[config.mk]
export PLATFORM = sky130hd
export DESIGN_NAME = rt_keystream_stage
export DESIGN_NICKNAME = d
export VERILOG_FILES = /design/src/rtl/rt_keystream_stage_pkg.sv /design/src/rtl/rt_ks_func.sv /design/src/rtl/rt_keystream_stage.sv
export SDC_FILE = /design/constraint.sdc
export NUM_CORES = 2
export LEC_CHECK = 0
export ABC_AREA = 1
export CAP_MARGIN = 10
export CELL_PAD_IN_SITES_DETAIL_PLACEMENT = 1
export CELL_PAD_IN_SITES_GLOBAL_PLACEMENT = 1
export CORE_AREA = 8 8 459 461
export DETAILED_ROUTE_END_ITERATION = 12
export DIE_AREA = 0 0 467 469
export GPL_ROUTABILITY_DRIVEN = 0
export HOLD_SLACK_MARGIN = 0.12
export PLACE_DENSITY_LB_ADDON = 0.05
export SETUP_SLACK_MARGIN = 0.4
export SLEW_MARGIN = 20
export SYNTH_ARGS = -nofsm -noshare
export SYNTH_HDL_FRONTEND = slang
export SYNTH_HIERARCHICAL = 1
export SYNTH_SLANG_ARGS = --single-unit
[constraint.sdc]
create_clock -name clk -period 1.3 [get_ports clk]
set_input_delay 0.325 -clock clk [delete_from_list [all_inputs] [get_ports clk]]
set_output_delay 0.325 -clock clk [all_outputs]
set_load 0.01 [all_outputs]
[src/rtl/rt_keystream_stage_pkg.sv]
// Shared definitions for the keystream stage slice.
//   BLK_W / STATE_WORDS / STATE_W : block, word-count and state widths
//   ks_state_e                    : stage FSM encoding
//   word_sel()                    : returns word Wi (MSB-first) of a 768-bit state
package rt_keystream_stage_pkg;

   localparam int BLK_W       = 128;
   localparam int STATE_WORDS = 6;
   localparam int STATE_W     = BLK_W * STATE_WORDS;

   typedef enum logic [1:0] {
      ST_IDLE     = 2'd0,
      ST_WAIT_MSG = 2'd1,
      ST_OUT      = 2'd2,
      ST_TAG      = 2'd3
   } ks_state_e;

   // W0 occupies bits [0:127]; shifting toward index 0 brings Wi to the top word.
   function automatic logic [0:BLK_W-1] word_sel(input logic [0:STATE_W-1] st,
                                                  input int unsigned      idx);
      logic [0:STATE_W-1] sh;
      sh = st << (BLK_W * idx);
      return sh[0:BLK_W-1];
   endfunction

endpackage

[src/rtl/rt_ks_func.sv]
// Combinational keystream / tag fold of a 768-bit round state.
//   st   : state W0..W5, MSB-first
//   ks   : W1 ^ W4 ^ W5 ^ (W2 & W3)
//   fold : W0 ^ W1 ^ W2 ^ W3 ^ W4 ^ W5
module rt_ks_func
   import rt_keystream_stage_pkg::*;
(
   input  logic [0:STATE_W-1] st,
   output logic [0:BLK_W-1]   ks,
   output logic [0:BLK_W-1]   fold
);

   always_comb begin
      ks = word_sel(st, 1) ^ word_sel(st, 4) ^ word_sel(st, 5)
         ^ (word_sel(st, 2) & word_sel(st, 3));
      fold = '0;
      for (int unsigned i = 0; i < STATE_WORDS; i++) begin
         fold = fold ^ word_sel(st, i);
      end
   end

endmodule

[src/rtl/rt_keystream_stage.sv]
// Keystream stage: captures a round state, XORs its keystream with the paired
// message block, returns the result over valid/ready and, on the last block,
// emits a 128-bit fold tag.
//   clk, rst             : clock, synchronous active-high reset
//   st_in/st_valid/st_ready       : state input handshake
//   msg_in/msg_last/msg_valid/msg_ready : message input handshake
//   dec                  : direction label, sampled with the state
//   out_blk/out_valid/out_ready   : result output handshake
//   tag/tag_valid        : tag and its one-cycle strobe
//   blk_cnt              : output blocks accepted since reset (wraps)
// Optional: define RT_KS_ZEROIZE_EN to clear the state register and out_blk
// on the cycle after tag_valid.
module rt_keystream_stage
   import rt_keystream_stage_pkg::*;
#(
   parameter int CNT_W = 32,
   parameter int TAG_W = 128
) (
   input  logic               clk,
   input  logic               rst,
   input  logic [0:767]       st_in,
   input  logic               st_valid,
   output logic               st_ready,
   input  logic [0:127]       msg_in,
   input  logic               msg_last,
   input  logic               msg_valid,
   output logic               msg_ready,
   input  logic               dec,
   output logic [0:127]       out_blk,
   output logic               out_valid,
   input  logic               out_ready,
   output logic [0:127]       tag,
   output logic               tag_valid,
   output logic [CNT_W-1:0]   blk_cnt
);

   // Keeps the first TAG_W bits (MSB-first) of the fold.
   localparam logic [0:BLK_W-1] TAG_MASK = ~({BLK_W{1'b1}} >> TAG_W);

   ks_state_e          state_q, state_d;
   logic [0:STATE_W-1] st_q;
   logic               dec_q;
   logic               last_q;
   logic [0:BLK_W-1]   out_q;
   logic [0:BLK_W-1]   tag_q;
   logic [CNT_W-1:0]   cnt_q;
   logic [0:BLK_W-1]   ks;
   logic [0:BLK_W-1]   fold;

   rt_ks_func u_ks_func (
      .st   (st_q),
      .ks   (ks),
      .fold (fold)
   );

   // dec_q is the direction label for the upstream M2 mux; it has no
   // consumer inside this block.
   logic unused_dec;
   assign unused_dec = dec_q;

   always_comb begin
      state_d = state_q;
      case (state_q)
         ST_IDLE:     if (st_valid)  state_d = ST_WAIT_MSG;
         ST_WAIT_MSG: if (msg_valid) state_d = ST_OUT;
         ST_OUT:      if (out_ready) state_d = last_q ? ST_TAG : ST_IDLE;
         ST_TAG:                     state_d = ST_IDLE;
         default:                    state_d = ST_IDLE;
      endcase
   end

   // Readies depend only on the FSM state; rst masks them so nothing is
   // advertised while reset is held.
   assign st_ready  = !rst && (state_q == ST_IDLE);
   assign msg_ready = !rst && (state_q == ST_WAIT_MSG);
   assign out_valid = (state_q == ST_OUT);
   assign tag_valid = (state_q == ST_TAG);
   assign out_blk   = out_q;
   assign tag       = tag_q;
   assign blk_cnt   = cnt_q;

   always_ff @(posedge clk) begin
      if (rst) begin
         state_q <= ST_IDLE;
         st_q    <= '0;
         dec_q   <= 1'b0;
         last_q  <= 1'b0;
         out_q   <= '0;
         tag_q   <= '0;
         cnt_q   <= '0;
      end else begin
         state_q <= state_d;
         if (state_q == ST_IDLE && st_valid) begin
            st_q  <= st_in;
            dec_q <= dec;
         end
         if (state_q == ST_WAIT_MSG && msg_valid) begin
            out_q  <= msg_in ^ ks;
            last_q <= msg_last;
         end
         if (state_q == ST_OUT && out_ready) begin
            cnt_q <= cnt_q + CNT_W'(1);
            // Tag is registered on entry to TAG so it is valid with the pulse.
            if (last_q) tag_q <= fold & TAG_MASK;
         end
`ifdef RT_KS_ZEROIZE_EN
         if (state_q == ST_TAG) begin
            st_q  <= '0;
            out_q <= '0;
         end
`endif
      end
   end

endmodule

==> reports/metrics.csv <==
stage,metric,value,unit
pwr,maximum vdd ir drop,1.32,mV
timing,Final Hold Fails,0,
cells_and_area,Non-Filler Instances,13600,
cells_and_area,"commonest non-fill, non-tap cell in the layout",nand2_1,
critical_path,"Largest stage delay, worst path",0.36,ns
place,post-detail-place hpwl,211,mm
drt,DRC,0,
timing,minimum clock period,2.07,ns
cts,H-tree levels,4,
synthesis,Seq cells post-synth,1059,
drt,DRT antenna net count,0,
critical_path,crit start category,flip-flop,
critical_path,CP Class,reg -> out,
timing,Fin Hold WS,0.159,ns
synthesis,Synth Warn #,6,
cts,CTS tree,yes,
cts,Num CTS Buffers,140,
cells_and_area,nets,11700,
timing,final setup margin,-0.772,ns
synthesis,post-synthesis instance total,8123,
cells_and_area,Layout area overhead,71.2,%
drt,Routed WL,292,mm
timing,final setup fails,1351,
synthesis,Synth top area share,0.392,
critical_path,crit path DAT,1.75,ns
timing,Worst Skew,0.0303,ns
critical_path,CP max-delay cell,dfxtp_4,
drt,initial DRC count,2627,
critical_path,Crit path required time,0.98,ns
die,die height,469,um
synthesis,"Top FF cell, synth",dfxtp_1,
pwr,Leak,0.0430,uW
die,Core Rows,166,
grt,number of global-route vias before repair,64700,
die,initial core utilization,0.266,
place,placed cells,12600,
cells_and_area,fin area,92700,um2
grt,Global Route Usage Sum,0.239,
drt,DR vias,62000,
critical_path,cell family with most CP delay,buffers and inverters,
critical_path,"Max FO, Critical Path",3,
critical_path,Bufs and invs on worst path,4,
drt,Routed WL per cell,21.4,um
timing,final max-slew violation count,0,
die,total I/O pin count,1195,
cells_and_area,"commonest non-fill, non-tap cells in the layout","nand2_1 (1990), nor2_1 (1724), clkdlybuf4s50_1 (899)",
grt,largest net degree at the start of global routing,63,
synthesis,synth unique cells,30,
grt,initial antenna violation count,98,
timing,Max-slew headroom,0.377,
grt,first-pass GRT wire length,401,mm
timing,RSZ-0062 raised after global routing,yes,
cts,clock tree buffer depth,3,
cells_and_area,share of layout cells above drive strength 1,0.224,
synthesis,Mapped Nets,9027,
cts,CTS clock-pin slew for the worst setup and hold paths,0.06,ns
outcome,status,finished with violations,
run,MaxCap Viol Count,0,
synthesis,ranking of synthesized cells by area,"dfxtp_1 (39%), nand2_1 (14%), nor2_1 (13%)",
cts,clock latency on the worst-skew pair,0.80,ns
synthesis,syn_area_per_cell,6.67,um2
critical_path,crit end category,output pin,
synthesis,sequential share of the synthesized area,0.392,
timing,worst slew pin tran,0.931,ns
pwr,PD cells,1420,nW/um2
drt,DR pass1 iterations,5,
synthesis,ys async rst share,0,
synthesis,"Cell Area, Synth",54100,um2
timing,maximum clock rate,0.483,GHz
place,I/O Buffers,1193,
grt,grt total ovfl,0,
synthesis,top cell type by total area after synthesis,dfxtp_1,
cts,Sink Count,1059,
die,core area,203000,um2
place,cell area after placement,76700,um2
hold_path,Hold Crit Class,in -> reg,
timing,period utilisation layout,1.59,
outcome,violated checks,negative setup slack,
cts,CTS Root Cell,clkbuf_16,
synthesis,number of enable flip-flop cells after synthesis,0,
drt,vias per cell,4.55,
die,Die Area,219000,um2
critical_path,cells along the critical path,"buf_6, nor2_4, buf_12, inv_6, nor2_4, buf_6",
die,Die W,467,um
-- cell type report --
cell class                 count  area [um2]
timing repair buffer        2895       30500
antenna                       55         138
fill                       24700      111000
sequential                  1059       21700
clock inverter                34         375
clock buffer                 214        4340
tap                         2688        3360
timing repair inverter         1        11.3
inverter                     692        2650
multi-input combinational   6000       29600
-- per-stage QoR --
step           utilization  total power [uW]  TNS (ns)  worst slack, ns
2_1_floorplan            -             63400     -9.15          -0.0139
3_3_place_gp         0.377             82700   -754.02           -0.938
3_5_place_dp         0.377             83800   -768.31           -0.951
4_1_cts              0.438            128000   -417.08           -0.864
5_1_grt              0.456            139000   -619.19           -0.869
6_report             0.456            132000   -521.46           -0.772
-- routing by layer --
metal | GRT usage | vias to the layer above | routed length (um)
met4 | 0.0926 | 34 | 11400
met2 | 0.429 | 1302 | 144000
met1 | 0.280 | 29700 | 122000
met5 | 0 | - | 210
li1 | - | 30500 | -
met3 | 0.0483 | 437 | 13800
-- worst paths after layout --
check                           slack [ns]  cells after the start            to  startpoint
worst max-delay path                 -0.77                      6     msg_ready  state_q[1]
worst max register to register       -0.54                     11     st_q[110]  state_q[1]
worst min register to register        0.47                      2        tag[5]      tag[5]
worst min-delay path                  0.16                      5  out_blk[109]   msg_valid
-- tightest hold or removal path, cell delays in order --
cell     delay (ns)
buf_6          0.13
nand2_8        0.09
buf_12         0.17
nand2_1        0.09
a21oi_1        0.05
-- kinds of logic (layout without fill, tap and decap cells) --
| group | Yosys count | count (layout) | synth area share |
|---|---|---|---|
| adders and majority gates | 1 | 1 | 0.000231 |
| other | 0 | 55 | 0 |
| buffers and inverters | 1064 | 3836 | 0.0802 |
| and+or+nand+nor | 4431 | 4431 | 0.330 |
| xor gates and xnor gates | 515 | 515 | 0.101 |
| AOI/OAI and AO/OA | 1053 | 1053 | 0.0975 |
| DFF | 1059 | 1059 | 0.392 |
-- synth_stat cells, types with 2 or more instances --
cell type  instances
dfxtp_1         1059
nand2_1         2003
xnor2_1          129
nor2_2             2
inv_2              4
xnor2_2          127
nand3_1          287
buf_1              5
buf_2            161
nor3_1             5
nor2_1          1867
xor2_1           259
inv_1            688
nand2_2          127
o21ai_1            2
clkbuf_1         171
o21ai_0          777
or2_2              2
buf_6              5
o21a_1             2
nand3b_1         127
nand4_1            8
buf_4             29
a21oi_1          271
-- power breakdown --
group / internal, uW / switching, uW
combinational: 24500 / 26000
sequential: 36900 / 3930
clock: 24300 / 16200
total: 85800 / 46100
-- registers in the layout, summed over array words and instances (netlist names) --
signal,count
tag,128
st_q,768
last_q,1
blk_cnt,32
out_blk,128
state_q,2
-- repair_timing --
item | CTS | global route
hold endpoints to repair | 663 | 0
endpoints found under the setup margin | 1351 | 1351
resized for setup | 1653 | 485
pin swaps | 20 | 80
setup buffers | 71 | 54
hold buffers | 565 | 0
cloned | 11 | 70
(Power assumes the default switching activity.)
